`config.mk`:
```
export PLATFORM = sky130hd
export DESIGN_NAME = median_window_serializer
export DESIGN_NICKNAME = d
export VERILOG_FILES = /design/src/rtl/median_window_serializer.sv
export SDC_FILE = /design/constraint.sdc
export NUM_CORES = 1
export LEC_CHECK = 0
export CORE_MARGIN = 2
export CORE_UTILIZATION = 30
export CTS_CLUSTER_DIAMETER = 30
export DETAILED_ROUTE_END_ITERATION = 7
export PLACE_DENSITY_LB_ADDON = 0.3
export SETUP_SLACK_MARGIN = 0.5
export SYNTH_ARGS = -nofsm -noshare
export SYNTH_HDL_FRONTEND = slang
export SYNTH_SLANG_ARGS = --single-unit
```
`constraint.sdc`:
```
create_clock -name CLK -period 7.3 [get_ports CLK]
set_input_delay 1.095 -clock CLK [delete_from_list [all_inputs] [get_ports CLK]]
set_output_delay 1.095 -clock CLK [all_outputs]
set_load 0.005 [all_outputs]
```
`src/rtl/median_window_serializer.sv`:
```
// Median stage feeder: buffers two image lines, builds the 3x3 neighbourhood
// of each interior pixel and streams it as a 9-word burst, then waits for DSO.
module median_window_serializer #(
   parameter int TAILLE = 8,
   parameter int WIDTH  = 16
) (
   input  logic              CLK,
   input  logic              RST,
   input  logic [TAILLE-1:0] PIX_IN,
   input  logic              PIX_VALID,
   input  logic              PIX_SOF,
   output logic              PIX_READY,
   output logic              DSI,
   output logic [TAILLE-1:0] DO,
   input  logic              DSO
);

   localparam int CW = (WIDTH > 1) ? $clog2(WIDTH) : 1;
   localparam logic [CW-1:0] LAST_COL = CW'(WIDTH - 1);

   typedef enum logic [1:0] {
      ST_ACCEPT,
      ST_SEND,
      ST_WAIT
   } state_t;

   state_t state;
   state_t state_next;

   logic [CW-1:0] col;
   logic [CW-1:0] pos_col;
   logic [CW-1:0] col_next;
   logic [1:0]    row;
   logic [1:0]    pos_row;
   logic [1:0]    row_next;
   logic [3:0]    k;
   logic          accept;
   logic          complete;

   logic [TAILLE-1:0] linebuf1 [WIDTH];
   logic [TAILLE-1:0] linebuf2 [WIDTH];

   // Window words 0..8: top row left-to-right, middle row, bottom row.
   logic [TAILLE-1:0] win      [9];
   logic [TAILLE-1:0] win_next [9];

   assign PIX_READY = (state == ST_ACCEPT);
   assign DSI       = (state == ST_SEND);
   assign accept    = PIX_VALID && PIX_READY;

   // Position of the pixel being presented; SOF forces it to the frame origin.
   always_comb begin
      pos_col  = PIX_SOF ? '0 : col;
      pos_row  = PIX_SOF ? '0 : row;
      complete = (pos_col >= CW'(2)) && (pos_row == 2'd2);
      col_next = pos_col + CW'(1);
      row_next = pos_row;
      if (pos_col == LAST_COL) begin
         col_next = '0;
         if (pos_row != 2'd2) begin
            row_next = pos_row + 2'd1;
         end
      end
   end

   always_comb begin
      for (int r = 0; r < 3; r++) begin
         win_next[r*3]     = win[r*3+1];
         win_next[r*3 + 1] = win[r*3+2];
         win_next[r*3 + 2] = win[r*3+2];
      end
      win_next[2] = linebuf2[pos_col];
      win_next[5] = linebuf1[pos_col];
      win_next[8] = PIX_IN;
   end

   always_comb begin
      state_next = state;
      case (state)
         ST_ACCEPT: begin
            if (accept && complete) begin
               state_next = ST_SEND;
            end
         end
         ST_SEND: begin
            if (k == 4'd8) begin
               state_next = ST_WAIT;
            end
         end
         ST_WAIT: begin
            if (DSO) begin
               state_next = ST_ACCEPT;
            end
         end
         default: state_next = ST_ACCEPT;
      endcase
   end

   always_ff @(posedge CLK or posedge RST) begin
      if (RST) begin
         state <= ST_ACCEPT;
      end else begin
         state <= state_next;
      end
   end

   // The first burst word is loaded on the accepting edge so DSI and DO rise together.
   always_ff @(posedge CLK or posedge RST) begin
      if (RST) begin
         col <= '0;
         row <= '0;
         k   <= '0;
         DO  <= '0;
      end else begin
         if (accept) begin
            col <= col_next;
            row <= row_next;
         end
         if (accept && complete) begin
            DO <= win_next[0];
            k  <= '0;
         end else if (state == ST_SEND) begin
            if (k == 4'd8) begin
               k <= '0;
            end else begin
               k  <= k + 4'd1;
               DO <= win[k + 4'd1];
            end
         end
      end
   end

   always_ff @(posedge CLK) begin
      if (accept) begin
         linebuf2[pos_col] <= linebuf1[pos_col];
         linebuf1[pos_col] <= PIX_IN;
         for (int i = 0; i < 9; i++) begin
            win[i] <= win_next[i];
         end
      end
   end

endmodule
```
==> results.py, run 1 <==
metrics = {
    "placed_design": {
        "dpl.hpwl_mm": 18.85,
        "io_buffers": 22,
        "dp_cells": 1394,
        "place_area_um2": 14860,
        "gp_congestion": 0.8040,
    },
    "clocking": {
        "cts.sinks": 348,
        "postCtsSetupRepairBufs": 0,
        "cts_buffers": 68,
        "cts_buffer_depth": 3,
        "cts-hold-fix-buffers": 0,
        "cts-root-buf": "clkbuf_16",
        "cts_tree": "yes",
        "cts_resized": 0,
        "htreeDepth": 3,
        "clk_pin_slew_worst_paths_ns": 0.05,
        "clk_latency_ns": 0.57,
    },
    "synth": {
        "synth_edf_count": 328,
        "synthDominantCellAreaShare_pct": 70.19,
        "post_synth_num_cell_types": 49,
        "synth_area_um2": 14030,
        "async_flop_share_pct": 5.747,
        "synth_fp_nets": 826,
        "netlist.top_cell.by_area": "edfxtp_1",
        "ys_ff_latch": 348,
        "synthCells": 808,
        "synth_area_per_cell_um2": 17.37,
        "yosys_most_used_dff": "edfxtp_1",
        "seq_area_frac_synth_pct": 73.76,
        "yosys_warnings": 0,
        "ys_top_cells_by_count": "edfxtp_1 (328), mux2i_1 (90), nor2_1 (32), o221ai_1 (32), a21oi_1 (31)",
        "ys_top_cells_by_area": "edfxtp_1 (70%), mux2i_1 (6.4%), dfrtp_1 (3.6%), mux4_2 (2.2%), o221ai_1 (2.0%)",
        "yosysMostFrequentCell": "edfxtp_1",
    },
    "worst_setup_path": {
        "end_kind": "register",
        "worstRegToRegCells": 5,
        "arrival_ns": 3.86,
        "r2r_start": "col[0]",
        "cp_top_family": "simple AND/OR/NAND/NOR gates",
        "crit_path_cell_trace": "buf_4, nand2b_1, a2bb2oi_1, o221ai_1, nand4_1",
        "path_max_fanout": 31,
        "cp_slowest_cell": "nand4_1",
        "max_stage_delay_ns": 0.75,
        "start_kind": "register",
        "crit_required_ns": 7.31,
        "crit_buf_inv": 1,
        "reg2reg_slack_ns": 3.45,
        "crit_type": "register to register",
        "r2r-end": "linebuf2[8][7]",
    },
    "power_and_ir_drop": {
        "vdd_drop_max_mv": 0.2701,
        "p_per_area_nw_per_um2": 344.6,
        "total_power_uw": 5889,
        "p_leak_uw": 0.005805,
    },
    "cells_and_area": {
        "area_growth_pct": 21.79,
        "stdcell_area_um2": 17090,
        "diodes": 0,
        "layout.cells.non_filler": 1517,
        "drive_above_1_share_pct": 19.56,
        "final_nets": 875,
    },
    "routing": {
        "post-route-drc-count": 0,
        "via_per_inst": 4.907,
        "wl_per_cell_um": 20.92,
        "vias": 7444,
        "first_pass_iters": 5,
        "drtAntennaViolNets": 0,
        "drt_iter0_drc": 688,
        "finalWirelength_mm": 31.74,
    },
    "floorplan": {
        "die_w_um": 220.3,
        "fp.coreArea_um2": 46360,
        "die_h_um": 220.3,
        "die_area_um2": 48520,
        "fp-row-count": 79,
        "start_util_pct": 30.27,
        "pin_count": 23,
    },
    "timing": {
        "tns_ns": 0,
        "clock_skew_ns": 0.03281,
        "hold_viol": 0,
        "worstMarginPinSlew_ns": 1.236,
        "slew-limit-headroom_pct": 17.16,
        "min_period_over_period_pct": 52.71,
        "timing.final.max_slew_violations": 0,
        "timing.fmax_mhz": 259.9,
        "setup_violations": 0,
        "rsz0062_at_grt": "no",
        "period_needed_ns": 3.848,
    },
    "worst_hold_path": {
        "min_path_cells": 0,
        "hp-start": "win[4][7]",
        "hold_end": "win[3][7]",
        "hp-class": "register to register",
    },
    "global_routing": {
        "grt_pass1_wl_mm": 48.60,
        "grt_pass1_vias": 7597,
        "grt_max_degree": 79,
        "grt_usage_pct": 13.51,
        "antenna_found_initial": 0,
        "gr-total-overflow": 0,
    },
    "outcome": {
        "status": "finished clean",
    },
    "job": {
        "maxCapViolCount": 0,
    },
}
layout by cell type (no fill, tap or decap), drive strengths merged, types with 2 or more instances in the layout:
cell type,Yosys,layout
nand3,4,4
edfxtp,328,328
clkdlybuf4s50,0,21
nor2b,10,10
mux4,16,16
xor2,2,2
mux2,25,25
buf,35,13
a2bb2oi,18,18
o211ai,23,23
and2,2,2
o221ai,32,32
o21ai,6,6
nand2,23,23
clkinvlp,0,9
inv,10,14
nand4,17,17
nor3,4,4
mux2i,90,90
clkinv,1,23
nor2,32,32
clkbuf,20,83
ha,5,5
o22ai,2,2
nor3b,16,16
and3,3,3
o22a,16,16
dfrtp,20,20
a21o,3,3
a21oi,31,31
bufinv,0,5
nand2b,3,3
or3,4,4
state kept, by name (all words and copies together) (netlist names):
| name | count |
|---|---|
| DO | 8 |
| linebuf1 | 128 |
| k | 4 |
| win | 72 |
| linebuf2 | 128 |
| state | 2 |
| row | 2 |
| col | 4 |
stage by stage:
step / utilization, % / setup WS, ns / hold slack, ns
floorplan: - / 3.112 / 0.4172
global placement: 32.06 / 3.057 / 0.4260
detailed placement: 32.06 / 2.994 / 0.4324
CTS: 36.87 / 3.389 / 0.4426
global route: 36.87 / 3.265 / 0.4568
finish: 36.87 / 3.452 / 0.4404
metal layers:
metal / up-vias / global-route usage (%) / wire [um] / share of wire, %
li1: 3378 / - / - / -
met4: 0 / 4.094 / 585 / 1.8
met3: 49 / 3.491 / 1931 / 6.1
met5: - / 0 / 0 / 0
met2: 222 / 19.66 / 13970 / 44
met1: 3795 / 19.73 / 15250 / 48
final cells by class:
cell class,instances,area (um^2)
Sequential cell,348,10350
Inverter,11,41.29
Multi-Input combinational cell,394,3403
Clock buffer,83,1842
Clock inverter,40,384.1
Fill cell,4284,29270
Timing Repair Buffer,34,305.3
Tap cell,607,759.5
cells by family after synthesis:
kind of cell	synth area share, %
AOI/OAI and AO/OA	7.356
xor gates and xnor gates	0.3121
adders and majority gates	0.4458
buffers and inverters	2.416
DFF	73.76
muxes	11.05
and+or+nand+nor	4.663
worst max-delay path by stage:
stage | start | to | slack [ns] | depth (start not counted)
after global placement | PIX_SOF | linebuf2[6][3] | 3.06 | 7
after global routing | col[0] | linebuf2[8][7] | 3.26 | 5
after detailed placement | PIX_SOF | linebuf2[6][3] | 2.99 | 7
final | col[0] | linebuf2[8][7] | 3.45 | 5
after floorplan | PIX_VALID | linebuf1[2][0] | 3.11 | 4
after CTS | col[0] | linebuf2[8][7] | 3.39 | 5
power by group:
part           internal [uW]  switching, uW  leakage, uW
clock                   1970            997      0.00107
sequential              2370           62.1      0.00324
combinational            156            333      0.00150
Power figures use the tool's default switching activity.
==> inputs of run 2 (changes only) <==
==> constraint.sdc (replaced) <==
create_clock -name CLK -period 4 [get_ports CLK]
set_input_delay 0.6 -clock CLK [delete_from_list [all_inputs] [get_ports CLK]]
set_output_delay 0.6 -clock CLK [all_outputs]
set_load 0.005 [all_outputs]
==> run 2 against run 1 <==
Final area increased by 3.2%. First-iteration DRC count decreased by 3.9%. Clock skew decreased by 0.011 ns. Sequential share of layout area decreased by 1.9 points. Sequential power increased by 81%. Register-to-register slack got worse by 2.1 ns.
==> results.py, run 2 (synthesis gave the netlist of run 1 again) <==
metrics = {
    "floorplan": {
        "fp.coreArea_um2": 46360,
        "fp-row-count": 79,
        "die_w_um": 220.3,
        "die_h_um": 220.3,
        "start_util_pct": 30.27,
        "die_area_um2": 48520,
        "pin_count": 23,
    },
    "timing": {
        "clock_skew_ns": 0.02227,
        "worstMarginPinSlew_ns": 1.068,
        "min_period_over_period_pct": 65.99,
        "period_needed_ns": 2.640,
        "rsz0062_at_grt": "no",
        "hold_viol": 0,
        "holdWs_ns": 0.4287,
        "tns_ns": 0,
        "slew-limit-headroom_pct": 28.80,
        "timing.final.max_slew_violations": 0,
        "timing.fmax_mhz": 378.8,
        "setup_violations": 0,
    },
    "clocking": {
        "cts.sinks": 348,
        "cts_tree": "yes",
        "cts_buffer_depth": 3,
        "cts-root-buf": "clkbuf_16",
        "clk_pin_slew_worst_paths_ns": 0.05,
        "cts_buffers": 74,
        "cts-hold-fix-buffers": 0,
        "htreeDepth": 3,
        "clk_latency_ns": 0.56,
        "postCtsSetupRepairBufs": 0,
        "cts_resized": 0,
    },
    "routing": {
        "post-route-drc-count": 0,
        "drt_iter0_drc": 661,
        "vias": 7568,
        "finalWirelength_mm": 32.90,
        "via_per_inst": 4.867,
        "wl_per_cell_um": 21.16,
        "first_pass_iters": 5,
        "drtAntennaViolNets": 0,
    },
    "worst_hold_path": {
        "hp-class": "register to register",
        "min_path_cells": 0,
    },
    "power_and_ir_drop": {
        "power_frac_comb_pct": 8.3,
        "pwr-share-seq_pct": 38.1,
        "vdd_drop_max_mv": 0.3485,
        "p_clk_share_pct": 53.6,
        "switching_power_uw": 2637,
        "p_per_area_nw_per_um2": 654.0,
        "p_leak_uw": 0.006096,
        "intPower_uw": 8899,
        "swShare_pct": 22.86,
    },
    "global_routing": {
        "antenna_found_initial": 1,
        "grt_usage_pct": 13.99,
        "grt_pass1_wl_mm": 50.18,
        "grt_max_degree": 74,
        "grt_pass1_vias": 7689,
        "gr-total-overflow": 0,
    },
    "cells_and_area": {
        "mostFrequentLayoutCells": "edfxtp_1 (328), mux2i_1 (90), clkbuf_16 (75), buf_4 (37), o221ai_1 (32)",
        "mostFrequentLayoutCell": "edfxtp_1",
        "fill_cells": 4249,
        "drive_above_1_share_pct": 23.00,
        "layout.cells.non_filler": 1555,
        "diodes": 0,
        "final_nets": 907,
        "reg_top3": "linebuf1 (128), linebuf2 (128), win (72)",
        "stdcell_area_um2": 17640,
        "area_growth_pct": 25.70,
        "fin_util_pct": 38.05,
    },
    "worst_setup_path": {
        "crit_type": "register to register",
        "worstRegToRegCells": 5,
        "arrival_ns": 3.02,
        "end_kind": "register",
        "crit_required_ns": 4.38,
        "start_kind": "register",
        "path_max_fanout": 40,
    },
    "placed_design": {
        "dp_cells": 1420,
        "place_area_um2": 15070,
        "dpl.hpwl_mm": 18.61,
        "gp_congestion": 0.7485,
        "io_buffers": 22,
    },
    "outcome": {
        "status": "finished clean",
    },
    "job": {
        "maxCapViolCount": 0,
    },
}
## run 2: cell count changes in the layout (fill, tap and decap cells not counted), sizes merged
| cell | previous run | this run |
|---|---|---|
| clkinvlp | 9 | 11 |
| clkbuf | 83 | 89 |
| buf | 13 | 39 |
| inv | 14 | 15 |
| bufinv | 5 | 12 |
| clkinv | 23 | 19 |
## run 2: power groups by stage
stage | clock (uW) | combinational, uW | sequential, uW
3_3_place_gp | 0 | 952 | 4460
5_1_grt | 6470 | 1040 | 4410
4_1_cts | 6280 | 968 | 4400
3_5_place_dp | 0 | 966 | 4460
6_report | 6180 | 960 | 4400
2_1_floorplan | 0 | 620 | 4410
## run 2: critical path, cell delays in order (launching register included)
cell      delay [ns]
dfrtp_4         0.44
buf_4           0.51
or2_2           0.75
o221ai_1        0.29
nand4_1         0.20
buf_4           0.22
## run 2: final timing paths
kind / endpoint / start / slack (ns)
max: linebuf2[15][5] / col[0] / 1.36
min: win[6][0] / win[7][0] / 0.43
min in group asynchronous: col[0] / RST / 0.61
min reg2reg: win[6][0] / win[7][0] / 0.43
max in group asynchronous: col[0] / RST / 2.74
max reg2reg: linebuf2[15][5] / col[0] / 1.36
## run 2: metal layers
metal | share of wire (%) | wire length [um] | track usage, %
met4 | 2.5 | 819 | 5.145
met3 | 5.5 | 1820 | 3.148
met5 | 0.040 | 13 | 0
met2 | 44 | 14440 | 20.56
met1 | 48 | 15810 | 20.20
## run 2: final cells by class
type / count / area [um^2] / share of cell area [%]
Tap cell: 607 / 759.5 / 4.306
Sequential cell: 348 / 10350 / 58.71
Timing Repair Buffer: 60 / 513.0 / 2.908
Clock inverter: 46 / 616.8 / 3.497
Clock buffer: 89 / 1949 / 11.05
Multi-Input combinational cell: 394 / 3403 / 19.29
Inverter: 11 / 41.29 / 0.2341
## run 2: through the flow
stage	setup slack, ns	total power, uW
final	1.360	11540
after floorplan	0.3073	5034
after global routing	1.245	11920
after global placement	0.9810	5408
after CTS	1.369	11650
after detailed placement	0.9464	5426
==> inputs of run 3 (changes only) <==
==> constraint.sdc (replaced) <==
create_clock -name CLK -period 2.2 [get_ports CLK]
set_input_delay 0.33 -clock CLK [delete_from_list [all_inputs] [get_ports CLK]]
set_output_delay 0.33 -clock CLK [all_outputs]
set_load 0.005 [all_outputs]
==> run 3 against run 2 <==
Final cell count is 3.9% higher. Sequential power is 81% higher. Power is 81% higher. Largest power group unchanged. Highest routed layer is now met4. Sequential share of layout area is 3.0 points lower. Setup slack worse by 1.3 ns. Via count is 3.5% higher. Clock skew is 0.0039 ns higher.
==> results.py, run 3 (synthesis gave the netlist of run 1 again) <==
metrics = {
    "outcome": {
        "status": "finished clean",
    },
    "clocking": {
        "htreeDepth": 3,
        "cts_tree": "yes",
        "cts.sinks": 348,
        "cts_buffer_depth": 3,
        "clk_latency_ns": 0.58,
        "clk_pin_slew_worst_paths_ns": 0.05,
        "cts-root-buf": "clkbuf_16",
        "cts_buffers": 73,
    },
    "power_and_ir_drop": {
        "p_per_area_nw_per_um2": 1126,
        "vdd_drop_max_mv": 0.6394,
        "total_power_uw": 20930,
        "p_leak_uw": 0.006541,
    },
    "routing": {
        "post-route-drc-count": 0,
        "via_per_inst": 4.852,
        "vias": 7836,
        "drtAntennaViolNets": 0,
        "finalWirelength_mm": 34.57,
        "wl_per_cell_um": 21.41,
        "first_pass_iters": 5,
        "drt_iter0_drc": 616,
    },
    "floorplan": {
        "fp-row-count": 79,
        "fp.coreArea_um2": 46360,
        "die_w_um": 220.3,
        "start_util_pct": 30.27,
        "die_h_um": 220.3,
        "die_area_um2": 48520,
        "pin_count": 23,
    },
    "timing": {
        "worst_slack_ns": 0.05877,
        "setup_violations": 0,
        "timing.final.max_slew_violations": 0,
        "slew-limit-headroom_pct": 65.88,
        "rsz0062_at_grt": "yes",
        "clock_skew_ns": 0.02619,
        "hold_viol": 0,
        "period_needed_ns": 2.141,
        "min_period_over_period_pct": 97.33,
        "worstMarginPinSlew_ns": 0.5117,
        "timing.fmax_mhz": 467.0,
    },
    "placed_design": {
        "dpl.hpwl_mm": 22.23,
        "io_buffers": 22,
        "place_ws_ns": -0.05620,
        "gp_congestion": 0.7971,
    },
    "cells_and_area": {
        "fill_cells": 4154,
        "multiInputGateArea_um2": 3641,
        "fin_util_pct": 40.10,
        "ff_latch_area_um2": 10360,
        "area_growth_pct": 32.47,
        "final_nets": 968,
        "mostFrequentLayoutCell": "edfxtp_1",
        "drive_above_1_share_pct": 30.09,
        "reg_top3": "linebuf1 (128), linebuf2 (128), win (72)",
        "mostFrequentLayoutCells": "edfxtp_1 (328), mux2i_1 (88), clkbuf_16 (74), buf_4 (62), a21oi_1 (30)",
    },
    "worst_setup_path": {
        "crit_path_cell_trace": "or2_2, buf_4, o221ai_1, nand4_1, buf_6",
        "crit_required_ns": 2.52,
        "r2r_start": "col[0]",
        "path_max_fanout": 16,
        "max_stage_delay_ns": 0.51,
        "end_kind": "register",
        "cp_slowest_cell": "dfrtp_4",
        "start_kind": "register",
        "crit_type": "register to register",
        "arrival_ns": 2.46,
        "worstRegToRegCells": 5,
        "crit_path_start": "col[0]",
    },
    "global_routing": {
        "grt_pass1_wl_mm": 51.60,
        "gr-total-overflow": 0,
        "grt_usage_pct": 14.62,
        "grt_max_degree": 69,
        "grt_pass1_vias": 7882,
        "antenna_found_initial": 1,
    },
    "worst_hold_path": {
        "hp-class": "primary input to async pin",
    },
    "job": {
        "maxCapViolCount": 0,
    },
}
[run 3: final timing paths]
check,to,slack (ns)
worst max-delay path,linebuf2[6][4],0.06
worst min-delay path,col[0],0.08
worst max register to register,linebuf2[6][4],0.06
worst min register to register,win[6][6],0.44
max in group asynchronous,k[0],1.62
min in group CLK,col[3],0.43
[run 3: critical path: cells and delay by family, from the launching register on]
kind / cells / cell delay, ns
simple gates: 2 / 0.68
flops: 1 / 0.51
buf+inv: 2 / 0.45
compound gates: 1 / 0.24
[run 3: per-layer routing]
layer	GRT usage, %	vias to the layer above	routed length (um)
li1	-	3570	-
met1	20.34	4001	15810
met2	22.87	203	16300
met3	3.065	62	1699
met4	4.720	0	763
met5	0	-	0
[run 3: final cells by class]
type	count	share of cell area (%)
Sequential cell	348	55.72
Multi-Input combinational cell	394	19.59
Clock buffer	86	10.20
Timing Repair Buffer	122	7.249
Tap cell	607	4.086
Clock inverter	46	2.827
Inverter	11	0.3163
Antenna cell	1	0.01346
[run 3: metrics by stage]
| stage | setup TNS [ns] | hold slack, ns | instances | area, um^2 |
|---|---|---|---|---|
| after floorplan | 0 | 0.2938 | 808 | 14300 |
| after global placement | -2.073 | 0.4228 | 1468 | 15920 |
| after detailed placement | -1.177 | 0.4308 | 1468 | 15920 |
| after CTS | 0 | 0.06881 | 1611 | 18530 |
| after global routing | -1.325 | 0.1188 | 1614 | 18590 |
| final | 0 | 0.07797 | 1615 | 18590 |
[run 3: repair_timing]
item | in CTS | in global routing
pin swaps | 5 | 7
setup buffers | 9 | 3
gates resized for setup | 23 | 18
gates cloned | 2 | 0
endpoints found under the setup margin | 424 | 424
hold buffers | 0 | 0
[run 3: power by group]
part | total, uW | internal (uW) | switching (uW)
sequential | 7970 | 7840 | 131
combinational | 2280 | 884 | 1400
clock | 10700 | 7210 | 3460
==> patch, RTL diff (flow settings as in run 3) <==
Reset style: synchronous (`RST`), changed in 2 clocked blocks.
--- a/src/rtl/median_window_serializer.sv
+++ b/src/rtl/median_window_serializer.sv
@@ -97,5 +97,5 @@
    end
 
-   always_ff @(posedge CLK or posedge RST) begin
+   always_ff @(posedge CLK) begin
       if (RST) begin
          state <= ST_ACCEPT;
@@ -106,5 +106,5 @@
 
    // The first burst word is loaded on the accepting edge so DSI and DO rise together.
-   always_ff @(posedge CLK or posedge RST) begin
+   always_ff @(posedge CLK) begin
       if (RST) begin
          col <= '0;
Check against the original RTL: same outputs for any inputs over 10 cycles, from zero or initial values and one cycle with RST high; that may be too few to reach the edited logic, so the function may still have changed.
==> patch against run 3 <==
  * Sequential cell count unchanged
  * Synthesized area shrank 3.3%
  * Setup slack better by 130 ps
  * Final area increased by 5.3%
  * Sequential share of layout area fell by 3.3 points
  * Count of clock-buffer cells in the layout fell by 8
  * Non-clock buffer count is 79 higher
  * Wire length rose by 9.9%
  * Worst hold slack better by 300 ps
  * Critical path depth is 4 higher
Power is not compared: it rests on default switching activity, and its combinational part moved more than twofold at a synthesized area within 25%.
==> patch: results (changes against run 3) <==
The run finished with clean final reports. The synthesized-area fraction occupied by adder cells came out at 0.461% (was 0.446%). The share of layout cells above drive strength 1 was 38.7% (was 30.1%).

The delay of the slowest critical-path stage was 420 ps (was 510 ps). The wire length reported by the detailed router was 38000 um (was 34600 um); the amount of wire on met2 after detailed routing was 17900 um (was 16300 um). The run gives 382 ps (was 78.0 ps) as the final worst hold slack.

The number of buffers inserted by post-CTS setup repair was 6 (was 9). The compound-gate portion of the synthesized area was 9.22% (was 7.36%); the number of ordinary and repair buffers in the finished layout was 201 (was 122). The global routing met3 resource utilization was 3.24% (was 3.07%); the non-clock buffer area fraction after layout was 12.8% (was 7.25%). The multi-input logic cell count is 415 (was 394), and the number of ordinary inverters in the final layout is 8 (was 11).

The library cell contributing the largest single delay on the critical path was dfxtp_4 (was dfrtp_4). For the clock skew, the log shows 20.8 ps (was 26.2 ps). For the met2 layer usage reported by global route, the log shows 24.8% (was 22.9%). The tools report the clock buffer instance count of the final layout as 78 (was 86). The count of cell types in the netlist came out at 43 (was 49).

The tools report the largest net degree at the start of global routing as 32 (was 69). The number of design-rule violations left by the first detailed-router iteration is 776 (was 616), and the area share of xor/xnor cells in the synthesized design is 0.129% (was 0.312%). The data arrival time of the worst path was 2330 ps (was 2460 ps); the number of vias in the routed layout was 8394 (was 7836).

The met1 usage in global routing was 20.7% (was 20.3%). The synthesized netlist net count is 841 (was 826), and the area fraction of clock buffers and clock inverters is 12.9% (was 13.0%). The highest net fanout along the worst path came out at 14 (was 16). The cell depth of the worst flop-to-flop path is 9 (was 5), and the total of fill cells in the finished design is 3861 (was 4154). The count of antenna diodes in the layout came out at 0 (was 1).
==> patch: cell count changes after synthesis, moves of 18 or more <==
| cell | change |
|---|---|
| a21oi_1 | +19 |
| o221ai_1 | -32 |
| o21ai_0 | +29 |
| a211oi_1 | +20 |
| a22oi_1 | +21 |
| nand2_1 | +18 |
| o22ai_1 | +57 |
| dfxtp_1 | +20 |
| a2bb2oi_1 | -18 |
| mux2i_1 | -25 |
| dfrtp_1 | -20 |
==> patch: kinds of logic (layout without fill, tap and decap cells) <==
kind of cell / count (synthesis) / in the layout
DFF: 348 / 348
muxes: 97 / 97
and+or+nand+nor: 110 / 111
xor gates and xnor gates: 2 / 2
adders and majority gates: 5 / 5
AOI/OAI and AO/OA: 200 / 200
buffers and inverters: 61 / 340
==> patch: per-stage QoR <==
stage          setup WS [ps]  cells
2_1_floorplan           -316    823
3_3_place_gp            -338   1509
3_5_place_dp            -367   1509
4_1_cts                  182   1647
5_1_grt                  108   1695
6_report                 186   1695
==> patch: how the worst max path moves through the flow <==
stage,cells after the start,from,to,slack [ps]
global placement,9,PIX_SOF,win[5][3]$_DFFE_PP_,-340
global route,8,col[0]$_SDFFE_PP0P_,linebuf2[14][4]$_DFFE_PP_,110
CTS,5,state[0]$_SDFFE_PP0P_,linebuf1[13][2]$_DFFE_PP_,180
floorplan,5,state[1]$_SDFFE_PP0P_,linebuf1[0][0]$_DFFE_PP_,-320
finish,9,col[0]$_SDFFE_PP0P_,linebuf2[12][0]$_DFFE_PP_,190
detailed placement,7,PIX_SOF,win[5][5]$_DFFE_PP_,-370
==> patch: power breakdown <==
group	internal [mW]	switching (mW)
Clock	7.33	3.71
Combinational	0.488	0.579
Sequential	7.45	0.0650
